$ cat config.mk
export PLATFORM = sky130hd
export DESIGN_NAME = cc_encoder
export DESIGN_NICKNAME = d
export VERILOG_FILES = /design/src/rtl/wimax_fec_pkg.sv /design/src/rtl/cc_shift_encoder.sv /design/src/rtl/cc_encoder.sv
export SDC_FILE = /design/constraint.sdc
export NUM_CORES = 1
export LEC_CHECK = 0
export ABC_AREA = 1
export BUFFER_PORTS_ARGS = -buffer_cell sky130_fd_sc_hd__buf_2
export CAP_MARGIN = 10
export CORE_MARGIN = 3
export CORE_UTILIZATION = 40
export CTS_BUF_LIST = sky130_fd_sc_hd__clkbuf_2
export CTS_CLUSTER_SIZE = 24
export DETAILED_ROUTE_END_ITERATION = 8
export PLACE_DENSITY = 0.65
export SLEW_MARGIN = 25
export SYNTH_ARGS = -nofsm -noshare
export SYNTH_HDL_FRONTEND = slang
export SYNTH_HIERARCHICAL = 1
export SYNTH_SLANG_ARGS = --single-unit
$ cat constraint.sdc
create_clock -name clk -period 3.87 [get_ports clk]
set_input_delay 0.387 -clock clk [delete_from_list [all_inputs] [get_ports clk]]
set_output_delay 0.387 -clock clk [all_outputs]
set_load 0.02 [all_outputs]
$ cat src/rtl/wimax_fec_pkg.sv
// Shared WiMAX FEC constants: code-rate encodings, puncture tables and the
// default K=7 convolutional generator polynomials.
package wimax_fec_pkg;

  typedef enum logic [1:0] {
    RATE_1_2 = 2'd0,
    RATE_2_3 = 2'd1,
    RATE_3_4 = 2'd2,
    RATE_5_6 = 2'd3
  } cc_rate_e;

  typedef enum logic [1:0] {
    ST_IDLE,
    ST_DATA,
    ST_TAIL,
    ST_DRAIN
  } cc_state_e;

  localparam logic [6:0] CC_G0_DEF = 7'o171;
  localparam logic [6:0] CC_G1_DEF = 7'o133;

  // Indexed by rate; mask bit p keeps (1) or punctures (0) the branch at index p
  localparam logic [3:0][2:0] PUNC_PERIOD = {3'd5, 3'd3, 3'd2, 3'd1};
  localparam logic [3:0][4:0] X_MASK      = {5'b10101, 5'b00101, 5'b00001, 5'b00001};
  localparam logic [3:0][4:0] Y_MASK      = {5'b01011, 5'b00011, 5'b00011, 5'b00001};

  // Coded bits of one encoded input bit still waiting to leave (X before Y)
  typedef struct packed {
    logic x_vld;
    logic y_vld;
    logic x;
    logic y;
    logic last;
  } cc_pend_t;

endpackage

$ cat src/rtl/cc_shift_encoder.sv
// Constraint-length-K shift register with X/Y parity taps; clear makes the
// current bit see an all-zero history (frame start).
module cc_shift_encoder
  import wimax_fec_pkg::*;
#(
  parameter int           K  = 7,
  parameter logic [K-1:0] G0 = K'(CC_G0_DEF),
  parameter logic [K-1:0] G1 = K'(CC_G1_DEF)
) (
  input  logic clk,
  input  logic reset,
  input  logic clear,
  input  logic en,
  input  logic b,
  output logic x,
  output logic y
);

  logic [K-2:0] sr;
  logic [K-2:0] sr_eff;
  logic [K-1:0] v;

  assign sr_eff = clear ? '0 : sr;
  assign v      = {b, sr_eff};
  assign x      = ^(v & G0);
  assign y      = ^(v & G1);

  always_ff @(posedge clk or posedge reset) begin
    if (reset)   sr <= '0;
    else if (en) sr <= v[K-1:1];
  end

endmodule

$ cat src/rtl/cc_encoder.sv
// Serial punctured convolutional encoder with optional zero tail; one coded
// bit per output handshake, one data bit accepted per drained encoded bit.
module cc_encoder
  import wimax_fec_pkg::*;
#(
  parameter int           K  = 7,
  parameter logic [K-1:0] G0 = K'(CC_G0_DEF),
  parameter logic [K-1:0] G1 = K'(CC_G1_DEF)
) (
  input  logic       clk,
  input  logic       reset,
  input  logic       in_bit,
  input  logic       in_valid,
  input  logic       in_last,
  output logic       in_ready,
  output logic       out_bit,
  output logic       out_valid,
  output logic       out_last,
  input  logic       out_ready,
  input  logic [1:0] cc_rate,
  input  logic       tail_en,
  output logic       busy
);

  cc_state_e state, state_nxt;
  cc_rate_e  rate_q, rate_eff;
  logic      tail_q, tail_eff;
  logic [2:0] p_q, p_cur, p_nxt;
  logic [3:0] tcnt_q;
  cc_pend_t  pend_q;
  logic pend_any, in_hs, out_hs, frame_clr;
  logic tail_go, tail_done, enc_en, enc_bit, enc_last, x_par, y_par;

  assign pend_any  = pend_q.x_vld | pend_q.y_vld;
  assign out_valid = pend_any;
  assign out_bit   = pend_q.x_vld ? pend_q.x : pend_q.y;
  // Last only once the final encoded bit has a single coded bit left
  assign out_last  = pend_q.last & (pend_q.x_vld ^ pend_q.y_vld);
  assign in_ready  = !reset && (state == ST_IDLE || state == ST_DATA) && !pend_any;
  assign busy      = (state != ST_IDLE);
  assign in_hs     = in_valid & in_ready;
  assign out_hs    = out_valid & out_ready;

  assign frame_clr = (state == ST_IDLE);
  assign rate_eff  = frame_clr ? cc_rate_e'(cc_rate) : rate_q;
  assign tail_eff  = frame_clr ? tail_en : tail_q;
  assign tail_go   = (state == ST_TAIL) && !pend_any;
  assign tail_done = (tcnt_q == 4'(K-2));
  assign enc_en    = in_hs | tail_go;
  assign enc_bit   = tail_go ? 1'b0 : in_bit;
  assign p_cur     = frame_clr ? 3'd0 : p_q;
  assign p_nxt     = (p_cur == PUNC_PERIOD[rate_eff] - 3'd1) ? 3'd0 : p_cur + 3'd1;

  cc_shift_encoder #(.K(K), .G0(G0), .G1(G1)) u_enc (
    .clk   (clk),
    .reset (reset),
    .clear (frame_clr),
    .en    (enc_en),
    .b     (enc_bit),
    .x     (x_par),
    .y     (y_par)
  );

  always_comb begin
    state_nxt = state;
    enc_last  = 1'b0;
    case (state)
      ST_IDLE, ST_DATA: begin
        if (in_hs && in_last) begin
          state_nxt = tail_eff ? ST_TAIL : ST_DRAIN;
          enc_last  = !tail_eff;
        end else if (in_hs) begin
          state_nxt = ST_DATA;
        end
      end
      ST_TAIL: begin
        if (tail_go && tail_done) begin
          state_nxt = ST_DRAIN;
          enc_last  = 1'b1;
        end
      end
      ST_DRAIN: if (out_hs && out_last) state_nxt = ST_IDLE;
      default:  state_nxt = ST_IDLE;
    endcase
  end

  always_ff @(posedge clk or posedge reset) begin
    if (reset) begin
      state  <= ST_IDLE;
      rate_q <= RATE_1_2;
      tail_q <= 1'b0;
      p_q    <= '0;
      tcnt_q <= '0;
      pend_q <= '0;
    end else begin
      state <= state_nxt;
      if (in_hs && frame_clr) begin
        rate_q <= cc_rate_e'(cc_rate);
        tail_q <= tail_en;
      end
      // A new bit is only encoded once the previous one has fully drained
      if (enc_en) begin
        p_q    <= p_nxt;
        pend_q <= '{x_vld: X_MASK[rate_eff][p_cur], y_vld: Y_MASK[rate_eff][p_cur],
                    x: x_par, y: y_par, last: enc_last};
      end else if (out_hs) begin
        if (pend_q.x_vld) pend_q.x_vld <= 1'b0;
        else              pend_q.y_vld <= 1'b0;
      end
      if (state != ST_TAIL) tcnt_q <= '0;
      else if (tail_go)     tcnt_q <= tcnt_q + 4'd1;
    end
  end

endmodule

==> summary.txt, run 1 <==
clk sinks - 23
Final TNS setup - 0 ps
Final WS setup - 1890 ps
crit path capture type - output port
count of unique library cells instantiated by Yosys - 23
Cells after DPL - 251
hold_buf cts - 1
Synth top area share - 40.6%
row count - 20
fmax - 0.506 GHz
WHS Path Cells - 2
sw frac - 50.1%
worst hold path type - primary input to register
Gate power share - 56.6%
most numerous cell in the Yosys netlist - nand2_1
Critical Path RT - 3480 ps
clock skew - 19.1 ps
Die W - 65.5 um
all-layer global routing usage - 14.5%
sequential area share after synthesis - 40.6%
min-delay src - cc_rate[1]
Mean Syn Cell Area - 7.31 um^2
initial antenna violation count - 0
chip height - 65.5 um
Post-DP HPWL - 2210 um
Slew Limit Headroom - 55.9%
EDFF count, synth - 0
Worst Tran Pin Value - 661 ps
final-report hold violation count - 0
total global routing overflow - 0
NetSw - 565 uW
CTS tree - yes
Initial DRT Pass Iterations - 4
flop2flop setup slack - 2040 ps
Die ar. - 0.00429 mm^2
main flop type after synthesis - dfrtp_1
via count - 1214
power density cells - 720 mW/mm^2
post-layout min period - 1980 ps
# port buffers - 13
FF+latch count, synth - 23
# setup viols final - 0
cell taking the most area after synthesis - dfrtp_1
core area - 0.00320 mm^2
clock share of power - 8.3%
CP max FO - 6
MaxCap Viol Count - 0
worst slack at placement - 2040 ps
Worst Path Arrival - 1590 ps
Peak VDD IR - 0.341 mV
global placer's final weighted congestion - 0.832
clock slew at reported path FFs - 230 ps
fin crit share - 51.1%
r2r endpoint - rate_q[1]
top cells by area, synth - dfrtp_1, nand2_1, inv_1
R2R depth - 7
# DRC - 0
CP Class - register to output port
layout cells sized above 1 - 19.8%
Seq pwr share - 35.1%
Clock Tree Buf Depth - 2
Syn Inst Count - 194
FF-to-FF Start - pend_q[4]
Initial DRC Count - 64
outcome - finished clean
vias in the first global route - 1141
Area growth syn-to-layout - 10.6%
LEAKAGE - 0.823 nW
Post-CTS Setup Bufs - 0
Antenna Cells - 0
non-filler instance count after layout - 256
largest net degree at the start of global routing - 18
Filler cells - 346
drt wl/cell - 10.6 um
RSZ-0062 raised after global routing - no
Clock Tree Root - clkbuf_2
Initial Utilization - 44.3%
synthesized area - 0.00142 mm^2
ys async rst share - 100%
I/O pin cnt - 14
CP startpoint kind - register
H-Tree Depth - 1
DRT Wirelength - 2700 um
nets - 226
area of the multi-input gates - 718 um^2
Final ANT Viol Nets - 0
Yosys warning count - 6
Cell Int Power - 564 uW
hold endpoint - rate_q[1]
Via density - 4.74
Seq. cell area - 576 um^2
Skew-Pair Late Insertion Delay - 330 ps
cts repair resizes - 0
Synthesized Nets - 207
Final Max Slew Viols - 0
Num CTS Buffers - 3
Synth top cells by count - nand2_1, inv_1, dfrtp_1
first-pass GRT wire length - 4940 um
==> metrics by stage <==
stage          total power [mW]  cell area, um^2  hold WS (ps)  util [%]
2_1_floorplan             0.900             1420           178         -
6_report                   1.13             1570           306      48.9
4_1_cts                    1.14             1570           298      48.9
3_3_place_gp               1.04             1540           350      48.0
5_1_grt                    1.27             1570           283      48.9
3_5_place_dp               1.05             1540           342      48.0
==> cells in the final DEF, fill, tap and decap left out, drive strengths merged <==
master / count
nand2: 69
inv: 33
dfrtp: 23
nand3: 16
nor2: 16
o21ai: 15
buf: 13
nand4: 4
ha: 4
a21oi: 3
clkbuf: 3
o211ai: 2
mux2: 2
o22ai: 2
nor3: 1
o21bai: 1
o31ai: 1
nand3b: 1
o21a: 1
clkinv: 1
dlygate4sd3: 1
==> worst max-delay path by stage <==
| stage | depth (start not counted) | end | start | slack, ps |
|---|---|---|---|---|
| after floorplan | 7 | rate_q[0] | pend_q[4] | 2000 |
| after global placement | 7 | rate_q[0] | pend_q[4] | 2100 |
| after detailed placement | 7 | rate_q[1] | pend_q[4] | 2040 |
| after CTS | 5 | in_ready | pend_q[4] | 1850 |
| after global routing | 5 | in_ready | pend_q[4] | 1730 |
| final | 5 | in_ready | pend_q[4] | 1890 |
==> cells by family (layout without fill, tap and decap cells) <==
logic type / Yosys count / count (layout) / synth area share (%)
DFF: 23 / 23 / 40.6
and+or+nand+nor: 107 / 107 / 35.7
adders and majority gates: 4 / 4 / 3.53
buffers and inverters: 33 / 51 / 8.74
AOI/OAI and AO/OA: 25 / 25 / 9.88
muxes: 2 / 2 / 1.59
==> layout make-up <==
type                            instances  share of cell area, %
Clock buffer                            3                  0.958
Clock inverter                          1                  0.319
Inverter                               33                   7.90
Multi-Input combinational cell        138                   45.8
Sequential cell                        23                   36.7
Tap cell                               44                   3.51
Timing Repair Buffer                   14                   4.79
==> flip-flops by register name (all words and copies together) (netlist names) <==
signal / flops
p_q: 3
u_enc/sr: 6
rate_q: 2
tcnt_q: 4
pend_q: 5
state: 2
tail_q: 1
==> critical path, cell delays in order (launching register included) <==
cell,delay (ps)
dfrtp_1,460
inv_1,70
ha_1,280
inv_2,100
nor3_4,150
buf_2,190
==> metal layers <==
layer	global-route usage [%]	vias up	wire length, um
met2	22.0	19	1090
li1	-	661	-
met1	21.5	532	1470
met3	2.05	2	134
met5	0	-	0
met4	4.15	0	14
==> power groups by stage <==
stage | Combinational (mW) | Clock [mW] | Sequential, mW
2_1_floorplan | 0.514 | 0 | 0.386
3_3_place_gp | 0.641 | 0 | 0.401
3_5_place_dp | 0.645 | 0 | 0.402
4_1_cts | 0.649 | 0.0984 | 0.396
5_1_grt | 0.751 | 0.107 | 0.411
6_report | 0.639 | 0.0940 | 0.396
(Power assumes the default switching activity.)
==> run 2: changes to the inputs <==
PLACE_DENSITY = 0.67   (was 0.65)
clock period = 1.75 ns   (was 3.87 ns; I/O delays follow)
==> run 2 against run 1 <==
Global-route usage rose by 0.20 points. Die area did not move. Flip-flop and latch count unchanged. Largest cell class unchanged. Largest power group unchanged. Final area up 5.1%. Clock power is 140% higher. Non-clock buffer count rose by 6. Combinational power increased to 2.5 times the previous value. Clock skew fell by 1.9 ps. Wire length is 5.6% higher. Clock-buffer cell count grew 1.
==> summary.txt, run 2 (same netlist as run 1, synthesis figures left out) <==
CTS tree - yes
worst slack at placement - 67.5 ps
Antenna Cells - 0
Worst Tran Pin Value - 673 ps
CP startpoint kind - register
min-delay src - cc_rate[0]
first-pass GRT wire length - 5040 um
CP Launch Point - pend_q[4]
post-layout min period - 1640 ps
Die ar. - 0.00429 mm^2
Post-DP HPWL - 2190 um
most frequent cells in the layout - nand2_1, inv_1, dfrtp_1, nand3_1
Final WS setup - 113 ps
power density cells - 1630 mW/mm^2
Filler cells - 329
DRT Wirelength - 2860 um
final-report hold violation count - 0
CP max FO - 6
Critical Path RT - 1570 ps
layout cells sized above 1 - 23.7%
MaxCap Viol Count - 0
Final ANT Viol Nets - 0
fmax - 0.611 GHz
outcome - finished clean
Num CTS Buffers - 3
row count - 20
initial antenna violation count - 0
core area - 0.00320 mm^2
Initial DRT Pass Iterations - 4
all-layer global routing usage - 14.7%
# port buffers - 13
# setup viols final - 0
global placer's final weighted congestion - 0.809
chip height - 65.5 um
vias in the first global route - 1196
# DRC - 0
Clock Tree Buf Depth - 2
fin crit share - 93.5%
RSZ-0062 raised after global routing - no
Initial Utilization - 44.3%
LEAKAGE - 0.865 nW
largest register by flop count - u_enc/sr
I/O pin cnt - 14
Area growth syn-to-layout - 16.2%
Largest regs - u_enc/sr: 6 flops, pend_q: 5 flops, tcnt_q: 4 flops
Final TNS setup - 0 ps
Clock Tree Root - clkbuf_2
Worst Path Arrival - 1460 ps
H-Tree Depth - 1
drt wl/cell - 10.9 um
nets - 233
largest net degree at the start of global routing - 18
Initial DRC Count - 60
FF-to-FF Start - pend_q[4]
Skew-Pair Late Insertion Delay - 330 ps
Final Max Slew Viols - 0
clock slew at reported path FFs - 230 ps
crit path capture type - output port
max reg flops - 6
clock skew - 17.2 ps
finished layout cell area - 0.00165 mm^2
Slew Limit Headroom - 55.1%
post-route core utilization - 51.4%
most common cell after layout, fill and taps aside - nand2_1
clk sinks - 23
flop2flop setup slack - 130 ps
via count - 1240
CP Class - register to output port
Peak VDD IR - 0.655 mV
worst hold path type - primary input to register
total global routing overflow - 0
Die W - 65.5 um
Via density - 4.71
dpl cell area - 0.00159 mm^2
## run 2: worst paths after layout
| kind | endpoint | cells past startpoint |
|---|---|---|
| max | in_ready | 5 |
| min | rate_q[0] | 2 |
| max reg2reg | rate_q[1] | 7 |
| min reg2reg | p_q[2] | 2 |
| max in group asynchronous | state[1] | 3 |
| min in group asynchronous | u_enc/sr[1] | 3 |
## run 2: area by class of cell
cell class | instances | area (um^2) | share of cell area, %
inverters | 33 | 129 | 7.82
repair buffers | 20 | 120 | 7.29
flip-flops and latches | 23 | 577 | 35.0
well taps | 44 | 55.1 | 3.34
clock buffers | 4 | 20.0 | 1.21
multi-input cells | 139 | 747 | 45.3
## run 2: worst max-delay path: stages (launching register included)
cell and delay [ps]:
dfrtp_1 440, inv_2 70, ha_4 190, inv_6 40, nor3_4 170, buf_2 210
## run 2: stage by stage
| step | total power [mW] | instances | hold WS, ps |
|---|---|---|---|
| 3_5_place_dp | 2.43 | 255 | 137 |
| 6_report | 2.68 | 263 | 60.9 |
| 5_1_grt | 2.98 | 263 | 37.7 |
| 2_1_floorplan | 2.05 | 194 | -34.0 |
| 4_1_cts | 2.66 | 260 | 50.2 |
| 3_3_place_gp | 2.42 | 255 | 142 |
## run 2: layer usage
layer  vias up  track usage (%)  share of wire (%)  wire length (um)
li1        667                -                  -                 -
met1       554             20.5                 51              1460
met2        17             23.5                 46              1310
met3         2             2.74                2.6                73
met4         0             3.89               0.56                16
met5         -                0                  0                 0
## run 2: where the power goes
group | internal [mW] | leakage [nW] | switching [mW]
combinational | 0.591 | 0.550 | 1.01
clock | 0.0604 | 0.0166 | 0.161
sequential | 0.717 | 0.299 | 0.149
total | 1.37 | 0.865 | 1.32
## run 2: what timing repair did
action / in CTS / in global routing
endpoints found under the hold margin: 23 / 0
buffers inserted: 0 / 2
endpoints found under the setup margin: 0 / 12
gates resized for setup: 0 / 2
hold buffers: 1 / 0
==> run 3: changes to the inputs <==
CORE_UTILIZATION = 35   (was 40)
PLACE_DENSITY = 0.61   (was 0.67)
==> run 3 against run 2 <==
Non-clock buffer count fell by 2. Combinational power fell by 4%. Total power fell by 1.9%. Critical endpoint unchanged. Largest cell class unchanged.
==> summary.txt, run 3 (same netlist as run 1, synthesis figures left out) <==
Largest regs - u_enc/sr: 6 flops, pend_q: 5 flops, tcnt_q: 4 flops
Slew Limit Headroom - 55.2%
row count - 22
nets - 230
finished layout cell area - 0.00164 mm^2
post-layout min period - 1670 ps
DRT Wirelength - 2780 um
area of the multi-input gates - 741 um^2
vias in the first global route - 1142
WP depth - 5
max reg flops - 6
Skew-Pair Late Insertion Delay - 330 ps
Initial Utilization - 37.6%
Die W - 69.6 um
Worst Path Buf+Inv - 3
Antenna Cells - 0
clock slew at reported path FFs - 210 ps
core area - 0.00377 mm^2
largest register by flop count - u_enc/sr
CP max FO - 6
H-Tree Depth - 1
MaxCap Viol Count - 0
Post-DP HPWL - 2270 um
Initial DRT Pass Iterations - 4
post-route core utilization - 43.4%
fin crit share - 95.2%
power density cells - 1610 mW/mm^2
worst hold path type - primary input to register
# setup viols final - 0
FF-to-FF Start - pend_q[3]
via count - 1209
fmax - 0.600 GHz
Crit-path slowest cell - dfrtp_1
Seq. cell area - 578 um^2
Area growth syn-to-layout - 15.4%
Num CTS Buffers - 3
most common cell after layout, fill and taps aside - nand2_1
final-report hold violation count - 0
LEAKAGE - 0.849 nW
Via density - 4.58
Worst Path Arrival - 1490 ps
Final ANT Viol Nets - 0
initial antenna violation count - 0
I/O pin cnt - 14
dpl cell area - 0.00159 mm^2
CP Class - register to output port
crit path capture type - output port
Filler cells - 381
R2R depth - 7
outcome - finished clean
all-layer global routing usage - 12.5%
clk sinks - 23
CP startpoint kind - register
r2r endpoint - rate_q[0]
Initial DRC Count - 92
global placer's final weighted congestion - 0.843
Worst Tran Pin Value - 672 ps
total global routing overflow - 0
# DRC - 0
Critical Path RT - 1570 ps
Die ar. - 0.00485 mm^2
Clock Tree Buf Depth - 2
Final Max Slew Viols - 0
family with the most delay on the worst path - flip-flops
Peak VDD IR - 0.714 mV
Clock Tree Root - clkbuf_2
first-pass GRT wire length - 5020 um
most frequent cells in the layout - nand2_1, inv_1, dfrtp_1, nand3_1, buf_2
drt wl/cell - 10.5 um
layout cells sized above 1 - 23.1%
RSZ-0062 raised after global routing - yes
# port buffers - 13
Critical Path, Cell by Cell - inv_1 -> ha_4 -> inv_6 -> nor3_4 -> buf_4
clock skew - 12.4 ps
worst stage delay on the critical path - 430 ps
chip height - 69.6 um
flop2flop setup slack - 90 ps
Worst Setup EP - in_ready
CP Launch Point - pend_q[3]
largest net degree at the start of global routing - 18
CTS tree - yes
==> run 3: cell types whose count changed in the layout (fill, tap and decap cells not counted), sizes merged <==
cell and delta:
buf -2, nand2 -1
==> run 3: final cells by class <==
type                       instances  area share, %
clock buffer                       4           1.22
timing repair buffer              18           6.58
inverter                          33           7.88
tap                               48           3.67
multi-input combinational        138           45.3
sequential                        23           35.3
==> run 3: power by group <==
part	internal (mW)	switching, mW
registers	0.720	0.162
clock network	0.0605	0.150
logic	0.567	0.975
total	1.35	1.29
==> run 3: metrics by stage <==
step	total power [mW]	worst slack [ps]	TNS [ps]	hold WS, ps	instances
2_1_floorplan	2.05	-26.9	-53.8	-34.0	194
3_3_place_gp	2.41	106	0	133	258
3_5_place_dp	2.42	80.0	0	134	258
4_1_cts	2.64	45.5	0	74.9	263
5_1_grt	2.94	-27.7	-71.1	55.2	264
6_report	2.63	83.4	0	94.7	264
==> run 3: worst min-delay path by stage <==
stage / start / to / slack [ps] / depth (start not counted)
after floorplan: reset / u_enc/sr[0] / -30 / 1
final: cc_rate[1] / rate_q[1] / 90 / 2
after CTS: cc_rate[1] / rate_q[1] / 70 / 2
after global placement: reset / u_enc/sr[2] / 130 / 2
after global routing: cc_rate[1] / rate_q[1] / 60 / 2
after detailed placement: reset / u_enc/sr[2] / 130 / 2
==> run 3: worst reg2reg max path, delay by kind of cell (launching register included) <==
family	cells	cell delay, ps
muxes	1	340
adders and majority gates	1	190
DFF	1	430
and+or+nand+nor	3	460
buffers and inverters	2	130
==> run 3: per-layer routing <==
metal / up-vias / share of wire (%) / GRT usage, %
li1: 665 / - / -
met1: 526 / 53 / 18.6
met2: 16 / 42 / 18.6
met3: 2 / 3.5 / 2.03
met4: 0 / 0.79 / 3.19
met5: - / 0 / 0
==> run 3: what timing repair did <==
action,CTS,global route
buffers inserted,0,1
resized for setup,0,6
endpoints found under the hold margin,23,0
hold buffers,1,0
endpoints found under the setup margin,0,11
